### src/rtl/iob_pfsm_input_cond.sv
// Input conditioner for the PFSM: 2-flop synchroniser, per-bit debounce,
// edge pulses, a pending-event set with ready/valid accept, and sticky overflow flags.
module iob_pfsm_input_cond #(
    parameter int INPUT_W = 1,
    parameter int CNT_W   = 8
) (
    input  logic               clk_i,
    input  logic               rst_i,
    input  logic               cke_i,
    input  logic [INPUT_W-1:0] raw_i,
    input  logic [CNT_W-1:0]   limit_i,
    input  logic               evt_ready_i,
    input  logic               ovf_clr_i,
    output logic [INPUT_W-1:0] input_ports_o,
    output logic [INPUT_W-1:0] rise_o,
    output logic [INPUT_W-1:0] fall_o,
    output logic               evt_valid_o,
    output logic [INPUT_W-1:0] evt_rise_o,
    output logic [INPUT_W-1:0] evt_fall_o,
    output logic [INPUT_W-1:0] ovf_o
);

    logic [INPUT_W-1:0] s1;
    logic [INPUT_W-1:0] s2;
    logic [INPUT_W-1:0] stable;
    logic [INPUT_W-1:0] rise_q;
    logic [INPUT_W-1:0] fall_q;
    logic [INPUT_W-1:0] evt_rise;
    logic [INPUT_W-1:0] evt_fall;
    logic [INPUT_W-1:0] ovf;
    logic [CNT_W-1:0]   cnt     [INPUT_W];
    logic [CNT_W-1:0]   cnt_nxt [INPUT_W];

    logic [INPUT_W-1:0] commit;
    logic [INPUT_W-1:0] new_rise;
    logic [INPUT_W-1:0] new_fall;
    logic [INPUT_W-1:0] ovf_set;
    logic               accepted;

    // A bit commits once it has disagreed with stable for limit_i+1 samples;
    // >= lets a lowered limit end the count immediately, so cnt never wraps.
    always_comb begin
        commit = '0;
        for (int i = 0; i < INPUT_W; i++) begin
            cnt_nxt[i] = '0;
            if (s2[i] != stable[i]) begin
                if (cnt[i] >= limit_i) begin
                    commit[i] = 1'b1;
                end else begin
                    cnt_nxt[i] = cnt[i] + 1'b1;
                end
            end
        end
    end

    assign new_rise = commit & s2;
    assign new_fall = commit & ~s2;
    assign accepted = evt_valid_o & evt_ready_i;
    assign ovf_set  = (new_rise & evt_rise & {INPUT_W{~accepted}})
                    | (new_fall & evt_fall & {INPUT_W{~accepted}});

    always_ff @(posedge clk_i) begin
        if (rst_i) begin
            s1       <= '0;
            s2       <= '0;
            stable   <= '0;
            rise_q   <= '0;
            fall_q   <= '0;
            evt_rise <= '0;
            evt_fall <= '0;
            ovf      <= '0;
            for (int i = 0; i < INPUT_W; i++) begin
                cnt[i] <= '0;
            end
        end else if (cke_i) begin
            s1       <= raw_i;
            s2       <= s1;
            stable   <= stable ^ commit;
            rise_q   <= new_rise;
            fall_q   <= new_fall;
            // An accept and a new edge in the same cycle leave only the new edge pending.
            evt_rise <= (accepted ? '0 : evt_rise) | new_rise;
            evt_fall <= (accepted ? '0 : evt_fall) | new_fall;
            ovf      <= (ovf_clr_i ? '0 : ovf) | ovf_set;
            for (int i = 0; i < INPUT_W; i++) begin
                cnt[i] <= cnt_nxt[i];
            end
        end
    end

    assign input_ports_o = stable;
    assign rise_o        = rise_q;
    assign fall_o        = fall_q;
    assign evt_rise_o    = evt_rise;
    assign evt_fall_o    = evt_fall;
    assign evt_valid_o   = |(evt_rise | evt_fall);
    assign ovf_o         = ovf;

endmodule

### config.mk
export PLATFORM = sky130hd
export DESIGN_NAME = iob_pfsm_input_cond
export DESIGN_NICKNAME = d
export VERILOG_FILES = /design/src/rtl/iob_pfsm_input_cond.sv
export SDC_FILE = /design/constraint.sdc
export NUM_CORES = 1
export LEC_CHECK = 0
export CAP_MARGIN = 40
export CORE_UTILIZATION = 49
export DETAILED_ROUTE_END_ITERATION = 8
export GPL_ROUTABILITY_DRIVEN = 0
export PLACE_DENSITY = 0.8
export SLEW_MARGIN = 20
export SYNTH_ARGS = -nofsm -noshare
export SYNTH_HDL_FRONTEND = slang
export SYNTH_SLANG_ARGS = --single-unit
export TNS_END_PERCENT = 10
### constraint.sdc
create_clock -name clk_i -period 2.5 [get_ports clk_i]
set_input_delay 0.75 -clock clk_i [delete_from_list [all_inputs] [get_ports clk_i]]
set_output_delay 0.75 -clock clk_i [all_outputs]
set_load 0.005 [all_outputs]
Word-level counts from Yosys, hierarchy flattened. Memory sizes are Yosys's and may differ from the RTL's. Cells that the tools add are included. W data, S select, Z words.

Mux-type cells: 14. Divide/modulo/power cells: 0. Equality and inequality tests: 1. Add/subtract/negate cells: 1. Multipliers: 0. Bitwise operators: 15. $lt $le $gt $ge: 1. Reductions and logical operators: 1. Shift-type cells: 0.

Operator list (number): $mux W8 (3); $mux W1 (11); $add A8 B1 Y8 const B (1); $ge A8 B8 Y1 (1); $reduce_or A8 Y1 (1); $and A1 B1 Y1 (7); $or A1 B1 Y1 (5); $not A1 Y1 (2); $ne A1 B1 Y1 (1); $xor A1 B1 Y1 (1).

Latch bits: 0. Input port bits: 14. Memory bits (writable): 8. Output and inout bits: 7. Memory bits (read-only): 0. Logic and storage cells: 42. Flip-flop bits (word level): 8. Memories: 1.

Memories: cnt (words 1, width 8, read ports 1, clocked after Yosys merged registers in 0, wr ports 1, line 31) `logic [CNT_W-1:0] cnt [INPUT_W];`.

Logic depth before layout (Yosys ltp).
Depth in word-level cells: 8. Mapped depth: 6. Gate-level depth less buffers: 6.

Worst setup path after synthesis. No wires, ideal clock.

Path kind: input to register. Start point: in limit_i[5]. End point: mem cnt[0][2] (data pin). Library setup time: 0.138 ns. Setup slack: 0.392 ns. Required time: 2.362 ns. Data arrival time: 1.970 ns. Stages: 6. Buffers on the path: 0. Cells stage by stage: inv_1 ha_1 a21o_1 a2111o_1 a31o_2 nor2_1.

Word-level cells in the longest chain between the ends: 4.

Ends and longest elaborated chain: start: declaration (line 11) `input logic [CNT_W-1:0] limit_i,`; $ge A8 B8 Y1 (line 47) `if (cnt[i] >= limit_i) begin`; $mux W8 (line 47); $mux W8 (line 46) `if (s2[i] != stable[i]) begin`; $mux W8 (no line); end: declaration (line 31).

No other way between the ends.

Worst setup path after layout.
Start point: in limit_i[5]. End point: mem cnt[0][4] (data pin).

Same word-level chain as after synthesis.

==> results.md <==
### Clock network
- 1 — count of H-tree levels built during CTS
- built — CTS tree
- 0 — number of buffers inserted by post-CTS setup repair
- 0.10 ns — CTS clk-pin slew, worst paths
- 16 — total number of clock tree sinks
- sky130_fd_sc_hd__clkbuf_4 — clock tree root buffer cell
- 3 — number of buffers created by CTS
- 2 — maximum buffer depth of the clock tree
- 0 — post-cts sizing count
- 0 — post-cts hold buffer count
- 0.29 ns — clk_lat worst skew

### Synth
- 16 — number of register bits inferred by synthesis
- 19.57% — Synth Area in Simple Gates
- simple AND/OR/NAND/NOR gates — dominant combinational cell family by area after synthesis
- 9.688 um^2 — Mean Syn Cell Area
- sky130_fd_sc_hd__edfxtp_1 — most area-hungry cell type in the Yosys netlist
- 101 — gate count of the mapped netlist
- 13.17% — fraction of the mapped netlist area in compound gates
- 978.4 um^2 — summed instance area of the synthesized netlist
- 26 — count of unique library cells instantiated by Yosys
- 0 — YS warnings
- 124 — synthesized net count
- 11.51% — Synth Area in Adders
- sky130_fd_sc_hd__edfxtp_1 (25%), sky130_fd_sc_hd__dfxtp_1 (16%), sky130_fd_sc_hd__ha_1 (12%) — Synth area leaders
- 6.266% — xor/xnor share of the synthesized area
- 3.069% — mux cell area share after synthesis
- 40.92% — sequential share of the synthesized area
- 24.55% — fraction of post-synthesis cell area in the top cell type by area

### Placement
- 0.001216 mm^2 — Cell Area, Placed
- 1492 um — detailed placer's ending HPWL
- 20 — Buffers on Ports
- 146 — Placed Cells incl. Taps

### Setup path
- 2.56 ns — endpoint arrival time on the critical path
- 2.66 ns — Required @ worst endpoint
- 8 — biggest fanout along the worst timing path
- input port — crit path launch type
- register — crit end category
- in -> reg — startpoint-to-endpoint class of the critical path

### Routing
- 9 — 1st-iter DRT viols
- 1889 um — total length of routed wires
- 0 — antenna violation net count after detailed routing
- 0 — remaining routing DRC violations
- 767 — number of vias after detailed routing
- 12.59 um — drt wl/cell
- 4 — Pre-antenna DRT Iters
- 5.113 — routed via count divided by cell count

### Finish
- 0 — number of diodes
- 26.98% — Layout Area Growth over Synthesis
- sky130_fd_sc_hd__clkdlybuf4s50_1 (20), sky130_fd_sc_hd__nor2_1 (13), sky130_fd_sc_hd__inv_1 (12) — leading cell types in the layout, fill and taps excluded
- sky130_fd_sc_hd__clkdlybuf4s50_1 — most common cell after layout, fill and taps aside
- 150 — post-layout instance count excluding filler cells
- 0.001242 mm^2 — Layout Cell Area excl Fill
- 6.400% — fraction of final layout cells with drive strength greater than 1
- 149 — final net count

### Power and ir drop
- 0.3185 mV — IR Drop Worst-Case VDD
- 414.9 mW/mm^2 — power per cell area
- 515.5 uW — overall power after layout
- 0.0005270 uW — Leak Pwr

### STA
- 416.5 MHz — achievable clock frequency
- 0.3343 ns — worst-margin pin slew
- false — RSZ-0062 raised after global routing
- 96.05% — share of the clock period used by the worst path
- 0.008600 ns — worst clock skew on the final layout
- 77.71% — max_slew headroom
- 2.401 ns — min cycle time layout
- 0 — number of hold violations in the final report
- 0 — Max Transition Viols Final
- 0 — final setup violation count

### Floorplanning
- 54.31% — effective utilization at floorplan
- 0.001802 mm^2 — area of the placeable core
- 46.69 um — height of the chip
- 46.69 um — DIE WIDTH
- 15 — number of standard-cell rows in the floorplan
- 0.002179 mm^2 — DIE AREA
- 21 — # IOs

### Global route
- 20.82% — global-route total usage across every layer
- 14 — largest net degree at the start of global routing
- 0 — overall overflow remaining after global route
- 3118 um — wire length of the first global-routing pass
- 772 — vias in the first global route
- 0 — number of antenna violations at the first check in global routing

### Run status
- completed — run status

### Run
- 0 — max_cap viols

### Worst hold path
- reg -> reg — Worst Hold Class

==> layout make-up <==
class	count	area, um^2
flip-flops and latches	16	400.4
well taps	25	31.28
repair buffers	22	215.2
fillers	162	559.3
clock buffers	4	26.28
multi-input cells	71	524.3
inverters	12	45.04
==> flip-flops by register name (all words and copies together), names as in the netlist, named ones only <==
name,flops
cnt,8
evt_fall_o,1
evt_rise_o,1
fall_o,1
ovf_o,1
rise_o,1
s1,1
s2,1
==> worst paths after layout <==
kind | startpoint | to | slack [ns] | depth (start not counted)
setup / recovery | limit_i[5] | cnt[0][4] | 0.1 | 7
hold / removal | fall_o | fall_o | 0.46 | 2
setup reg to reg | cnt[0][0] | register | 0.53 | 6
hold reg to reg | fall_o | fall_o | 0.46 | 2
==> cells in the mapped netlist (all sizes together) <==
master / count
a2111o: 2
a21o: 3
a31o: 1
a32oi: 1
and2: 1
and3: 2
and4: 1
buf: 1
clkbuf: 1
dfxtp: 8
edfxtp: 8
ha: 9
inv: 12
mux2i: 3
nand2: 9
nand2b: 7
nand3: 2
nand3b: 2
nor2: 13
nor3: 1
o21ai: 1
o22ai: 2
o31ai: 4
xnor2: 5
xor2: 2
==> cells by family (layout without fill, tap and decap cells) <==
logic type | Yosys count | count (layout)
adders and majority gates | 9 | 9
and+or+nand+nor | 38 | 38
muxes | 3 | 3
xor gates and xnor gates | 7 | 7
AOI/OAI and AO/OA | 14 | 14
buffers and inverters | 14 | 38
DFF | 16 | 16
==> where the power goes <==
part           internal (uW)  switching, uW  leakage, uW
Clock                   62.0           80.8    0.0000150
Combinational           45.3           37.2     0.000358
Sequential               282           7.82     0.000154
Total                    390            126     0.000527
==> metal layers <==
layer | global-route usage [%] | share of wire [%]
met3 | 4.706 | 3.0
met5 | 0 | 0
met4 | 9.143 | 2.1
met2 | 35.00 | 47
met1 | 25.06 | 48
==> through the flow <==
stage / setup slack [ns] / util (%) / hold slack [ns] / setup TNS, ns
2_1_floorplan: 0.3922 / - / 0.4495 / 0
3_3_place_gp: -0.1343 / 67.50 / 0.4392 / -1.467
3_5_place_dp: -0.2269 / 67.50 / 0.4450 / -2.190
4_1_cts: 0.08959 / 68.96 / 0.4650 / 0
5_1_grt: 0.04039 / 68.96 / 0.4912 / 0
6_report: 0.09886 / 68.96 / 0.4600 / 0
==> critical path, stage by stage <==
cell and delay [ns]:
sky130_fd_sc_hd__clkdlybuf4s50_1 0.45, sky130_fd_sc_hd__inv_1 0.05, sky130_fd_sc_hd__ha_1 0.31, sky130_fd_sc_hd__a21o_1 0.18, sky130_fd_sc_hd__a2111o_1 0.41, sky130_fd_sc_hd__a31o_2 0.29
sky130_fd_sc_hd__nor2_1 0.12
(Power assumes the default switching activity.)
==> edit 1, RTL diff (same flow settings) <==
Change the parameter `CNT_W` from 8 to 9.
--- a/src/rtl/iob_pfsm_input_cond.sv
+++ b/src/rtl/iob_pfsm_input_cond.sv
@@ -2,7 +2,7 @@
 // edge pulses, a pending-event set with ready/valid accept, and sticky overflow flags.
 module iob_pfsm_input_cond #(
     parameter int INPUT_W = 1,
-    parameter int CNT_W   = 8
+    parameter int CNT_W   = 9
 ) (
     input  logic               clk_i,
     input  logic               rst_i,
Interface: changed (resized limit_i); port bits go from 21 to 22. No check against the original RTL was run, so the function may have changed too.
==> edit 1 against the unedited design <==
Sequential cell count up 1; power is 9.6% higher; setup slack got worse by 0.018 ns; combinational power up 30%; sequential power is 7.6% higher; register-to-register slack got worse by 0.13 ns; wire length up 11%; final area is 18% higher; via count increased by 8.3%; non-clock buffer count increased by 7; critical path depth grew 2; global-route usage is 1.4 points lower; clock skew shrank 0.0041 ns; area after synthesis rose by 12%.
==> edit 1: results (changes against the unedited design) <==
- HPWL after DPL: 1.48 mm (-0.92%)
- The maximum clock skew at final layout is 0.00447 ns (-0.00413 ns).
* Post-CTS sizing: 22 (+22)
* Area taken by flip-flops and latches: 430 µm² (+7.5%)
* Critical path peak fanout: 4 (-4)
- Flop2flop setup slack: 0.40 ns (-0.13 ns)
* Share of synthesized area spent on multiplexers: 0.0275 (-0.00320)
* First-pass GRT wire length: 3.60 mm (+15%)
- After synthesis, the most frequently instantiated cells are 12 x inv_1, 10 x ha_1, 9 x edfxtp_1.
* Flip-flop and latch count after synthesis: 17 (+1)
* First element of the critical path: limit_i[4]
- The run finished with clean final reports.
* Vias: 831 (+8.3%)
- The worst hold slack after final layout came to 0.464 ns (+0.00411 ns).
- The worst max-slew margin expressed relative to the limit is 0.769 (-0.00853).
* Fraction of the mapped netlist area in adder cells: 0.115 (-0.000542)
- The clock-cell share of area is 0.0179 (-0.00329).
* Compound-Gate Fraction of Synth Area: 0.133 (+0.00116)
- Capture point of the critical path: cnt[0][6]$_SDFFCE_PP0P_
* Largest net degree at the start of global routing: 12 (-2)
- Ranking of synthesized cells by area: edfxtp_1 25%, dfxtp_1 15%, ha_1 11%, nor2_2 4.6%, inv_1 4.1%
- Mean Syn Cell Area: 10.5 µm² (+8.4%)
- Footprint of the multi-input gates: 667 µm² (+27%)
- The length in cells of the worst reg-to-reg path is 8 (+2).
* Vias in the first global route: 841 (+8.9%)
- Total leakage power: 0.594 nW (+13%)
- Buffer count excluding the clock tree in the final layout: 29 (+32%)
- The area share of buffers outside the clock network was 0.183 (+0.00961).
- The violation count after the first detailed-route iteration is 7 (-2).
- The multi-input logic cell count came to 72 (+1.4%).
- The number of setup buffers added after CTS was 1 (+1).
- The per-cell routed wire length is 13.0 µm (+3.6%).
-- edit 1: cell types whose count changed in the layout (fill, tap and decap cells not counted), sizes merged, moves of 2 or more --
cell and change:
nand2b -4, nand3b +2, or2 +2, buf +6
clkdlybuf4s50 -6, nand2 -2, xor2 +3, nand3 +3
or2b +2, o22ai -2, dlygate4sd2 +7, a21oi +2
xnor2 -3
-- edit 1: per-stage QoR --
stage	area, µm²	setup slack [ns]	power, mW
floorplan	1090	0.205	0.373
global placement	1360	-0.315	0.409
detailed placement	1360	-0.372	0.412
global route	1470	0.0111	0.592
CTS	1460	0.0122	0.566
finish	1470	0.0806	0.565
-- edit 1: worst register-to-register path: stages (launching register included) --
cell       delay [ns]
edfxtp_1         0.44
inv_1            0.07
ha_1             0.30
nand2b_4         0.15
a2111oi_4        0.32
o21ai_2          0.11
a2111o_1         0.35
buf_6            0.16
nor2_2           0.09
-- edit 1: layer usage --
metal  GRT usage  wire length (µm)
met5           0                 0
met1       0.231               966
met2       0.354              1020
met3      0.0218                88
met4      0.0735                26
==> edit 2, RTL diff (config.mk and constraints unchanged) <==
Made on the original files. Reset style: asynchronous (`rst_i`), changed in one clocked block.
--- a/src/rtl/iob_pfsm_input_cond.sv
+++ b/src/rtl/iob_pfsm_input_cond.sv
@@ -59,7 +59,7 @@
     assign ovf_set  = (new_rise & evt_rise & {INPUT_W{~accepted}})
                     | (new_fall & evt_fall & {INPUT_W{~accepted}});
 
-    always_ff @(posedge clk_i) begin
+    always_ff @(posedge clk_i or posedge rst_i) begin
         if (rst_i) begin
             s1       <= '0;
             s2       <= '0;
Check against the original RTL: differs if rst_i is asserted again (counterexample within 4 cycles, from zero or initial values and one cycle with rst_i high); with rst_i held inactive, the same outputs for 10 cycles.
==> edit 2 against the unedited design <==
Critical endpoint is now cnt[5]$_DFFE_PP0P_; area after synthesis is 2.4% higher; setup slack lost 0.069 ns; count of clock-buffer cells in the layout is the same; final area up 4.7%; wire length grew 0.42%; sequential share of layout area decreased by 1.5 points; sequential cell count unchanged; synthesized cell count increased by 2.0%; critical path depth grew 1; core utilization increased by 2.5 points.
Power is not compared: it rests on default switching activity, and its combinational part moved more than twofold at a synthesized area within 25%.
==> edit 2: results (changes against the unedited design) <==
* Reg-to-reg critical path startpoint: cnt[0]$_DFFE_PP0P_
* Global routing met3 resource utilization: 0.0231 (-0.0240)
- The worst hold slack after final layout was 0.494 ns (+0.0342 ns).
* Violation count after the first detailed-routing iteration: 14 (+5)
- The per-cell routed wire length was 12.2 µm (-2.8%).
* Net count after synthesis: 126 (+1.6%)
* First-pass GRT wire length: 3.06 mm (-1.8%)
- DR WL met3: 28 µm (-51%)
- The maximum clock skew at final layout came to 0.00438 ns (-0.00422 ns).
* Met2 wire len: 950 µm (+6.9%)
- Min-Delay Endpoint: ovf_o$_DFFE_PP0P_
* Worst reg-to-reg path cell count: 7 (+1)
- The data arrival time of the worst path is 2.69 ns (+0.13 ns).
- Number of levels the H-tree was split into: 1 (unchanged)
* Share of synthesized flip-flops with an asynchronous set or reset: 1.00 (+1.00)
- Synthesized instance count: 103 (+2.0%)
* YS warnings: 0 (unchanged)
- The sequential-to-total area share from yosys stat is 0.400 (-0.00971).
- Pre-CTS WS: -0.280 ns (-0.0528 ns)
- The count of non-filler cells in the finished layout was 155 (+3.3%).
- Slew at the pin closest to its max-slew limit: 0.619 ns (+0.284 ns)
* Total GRT Usage: 0.196 (-0.0119)
- The most critical setup path has its endpoint at cnt[5]$_DFFE_PP0P_.
* First element of the critical path: limit_i[7]
* Skew-Pair Late Insertion Delay: 0.28 ns
* Worst hold path cell count: 2 (unchanged)
- Global routing met1 resource utilization: 0.258 (+0.00778)
* Most frequently used cell type in the post-synthesis netlist: inv_1
- The multiplexer fraction of the synthesized cell area was 0.0549 (+0.0242).
- Ranking of synthesized cells by area: dfrtp_1 40%, ha_1 11%, inv_1 6.4%, mux2_2 4.5%, nand2_1 4.5%
* Highest metal layer used by the detailed router: met4
- The flop-to-flop setup slack was 0.48 ns (-0.05 ns).
- The largest net degree at the start of global routing is 22 (+8).
- The area share of xor/xnor cells in the synthesized design came to 0 (-0.0627).
- The met2 layer usage reported by global route came to 0.332 (-0.0185).
- The number of setup buffers added after CTS was 0 (unchanged).
- Counting instances in the post-synthesis netlist gives the leading cell types as 17 x inv_1, 16 x dfrtp_1, 12 x nand2_1.
- Among cell families on the critical path, the largest total delay comes from compound AO/OA/AOI/OAI gates.
* Run status: finished clean
- Post-Place Cell Area: 1260 µm² (+3.6%)
- Post-layout worst setup margin: 0.0297 ns (-0.0692 ns)
- The detail-routed via count per cell was 5.22 (+2.1%).
- The share of layout cells above drive strength 1 came to 0.154 (+0.0898).
- The wire length on met1 came to 908 µm (+0.78%).
- Counting flops per register, the top entry is cnt.
* Most used DFF post-synth: dfrtp_1
- Number of buffers on the longest clock path: 2 (unchanged)
* Hold_sp: ovf_o$_DFFE_PP0P_
- Fraction of the mapped netlist area in adder cells: 0.112 (-0.00273)
- Vias in the first global route: 729 (-5.6%)
- Reg power frac: 0.402
- The critical-path maximum fanout came to 10 (+2).
- Compound-Gate Fraction of Synth Area: 0.195 (+0.0630)
- The number of distinct library cells after synthesis came to 30 (+15%).
- Net count of the finished layout: 154 (+3.4%)
==> edit 2: cell count changes in the layout (fill, tap and decap cells not counted), moves of 3 or more <==
| cell | before | now |
|---|---|---|
| edfxtp_1 | 8 | 0 |
| o31ai_1 | 4 | 1 |
| inv_1 | 12 | 17 |
| o21ai_0 | 1 | 7 |
| buf_4 | 2 | 6 |
| xnor2_1 | 5 | 0 |
| nor2_1 | 13 | 2 |
| nand2_1 | 9 | 12 |
| nand2b_1 | 6 | 2 |
| dfxtp_1 | 8 | 0 |
| mux2_2 | 0 | 4 |
| o22ai_1 | 2 | 5 |
| dfrtp_1 | 0 | 16 |
==> edit 2: cell type report <==
class | instances | area, µm²
clock buffers | 4 | 36.3
fillers | 145 | 519
inverters | 17 | 63.8
multi-input cells | 67 | 524
flip-flops and latches | 16 | 400
well taps | 25 | 31.3
repair buffers | 26 | 245
==> edit 2: logic make-up after synthesis <==
group,after synthesis
AOI/OAI and AO/OA,25
adders and majority gates,9
buffers and inverters,20
DFF,16
muxes,5
and+or+nand+nor,28
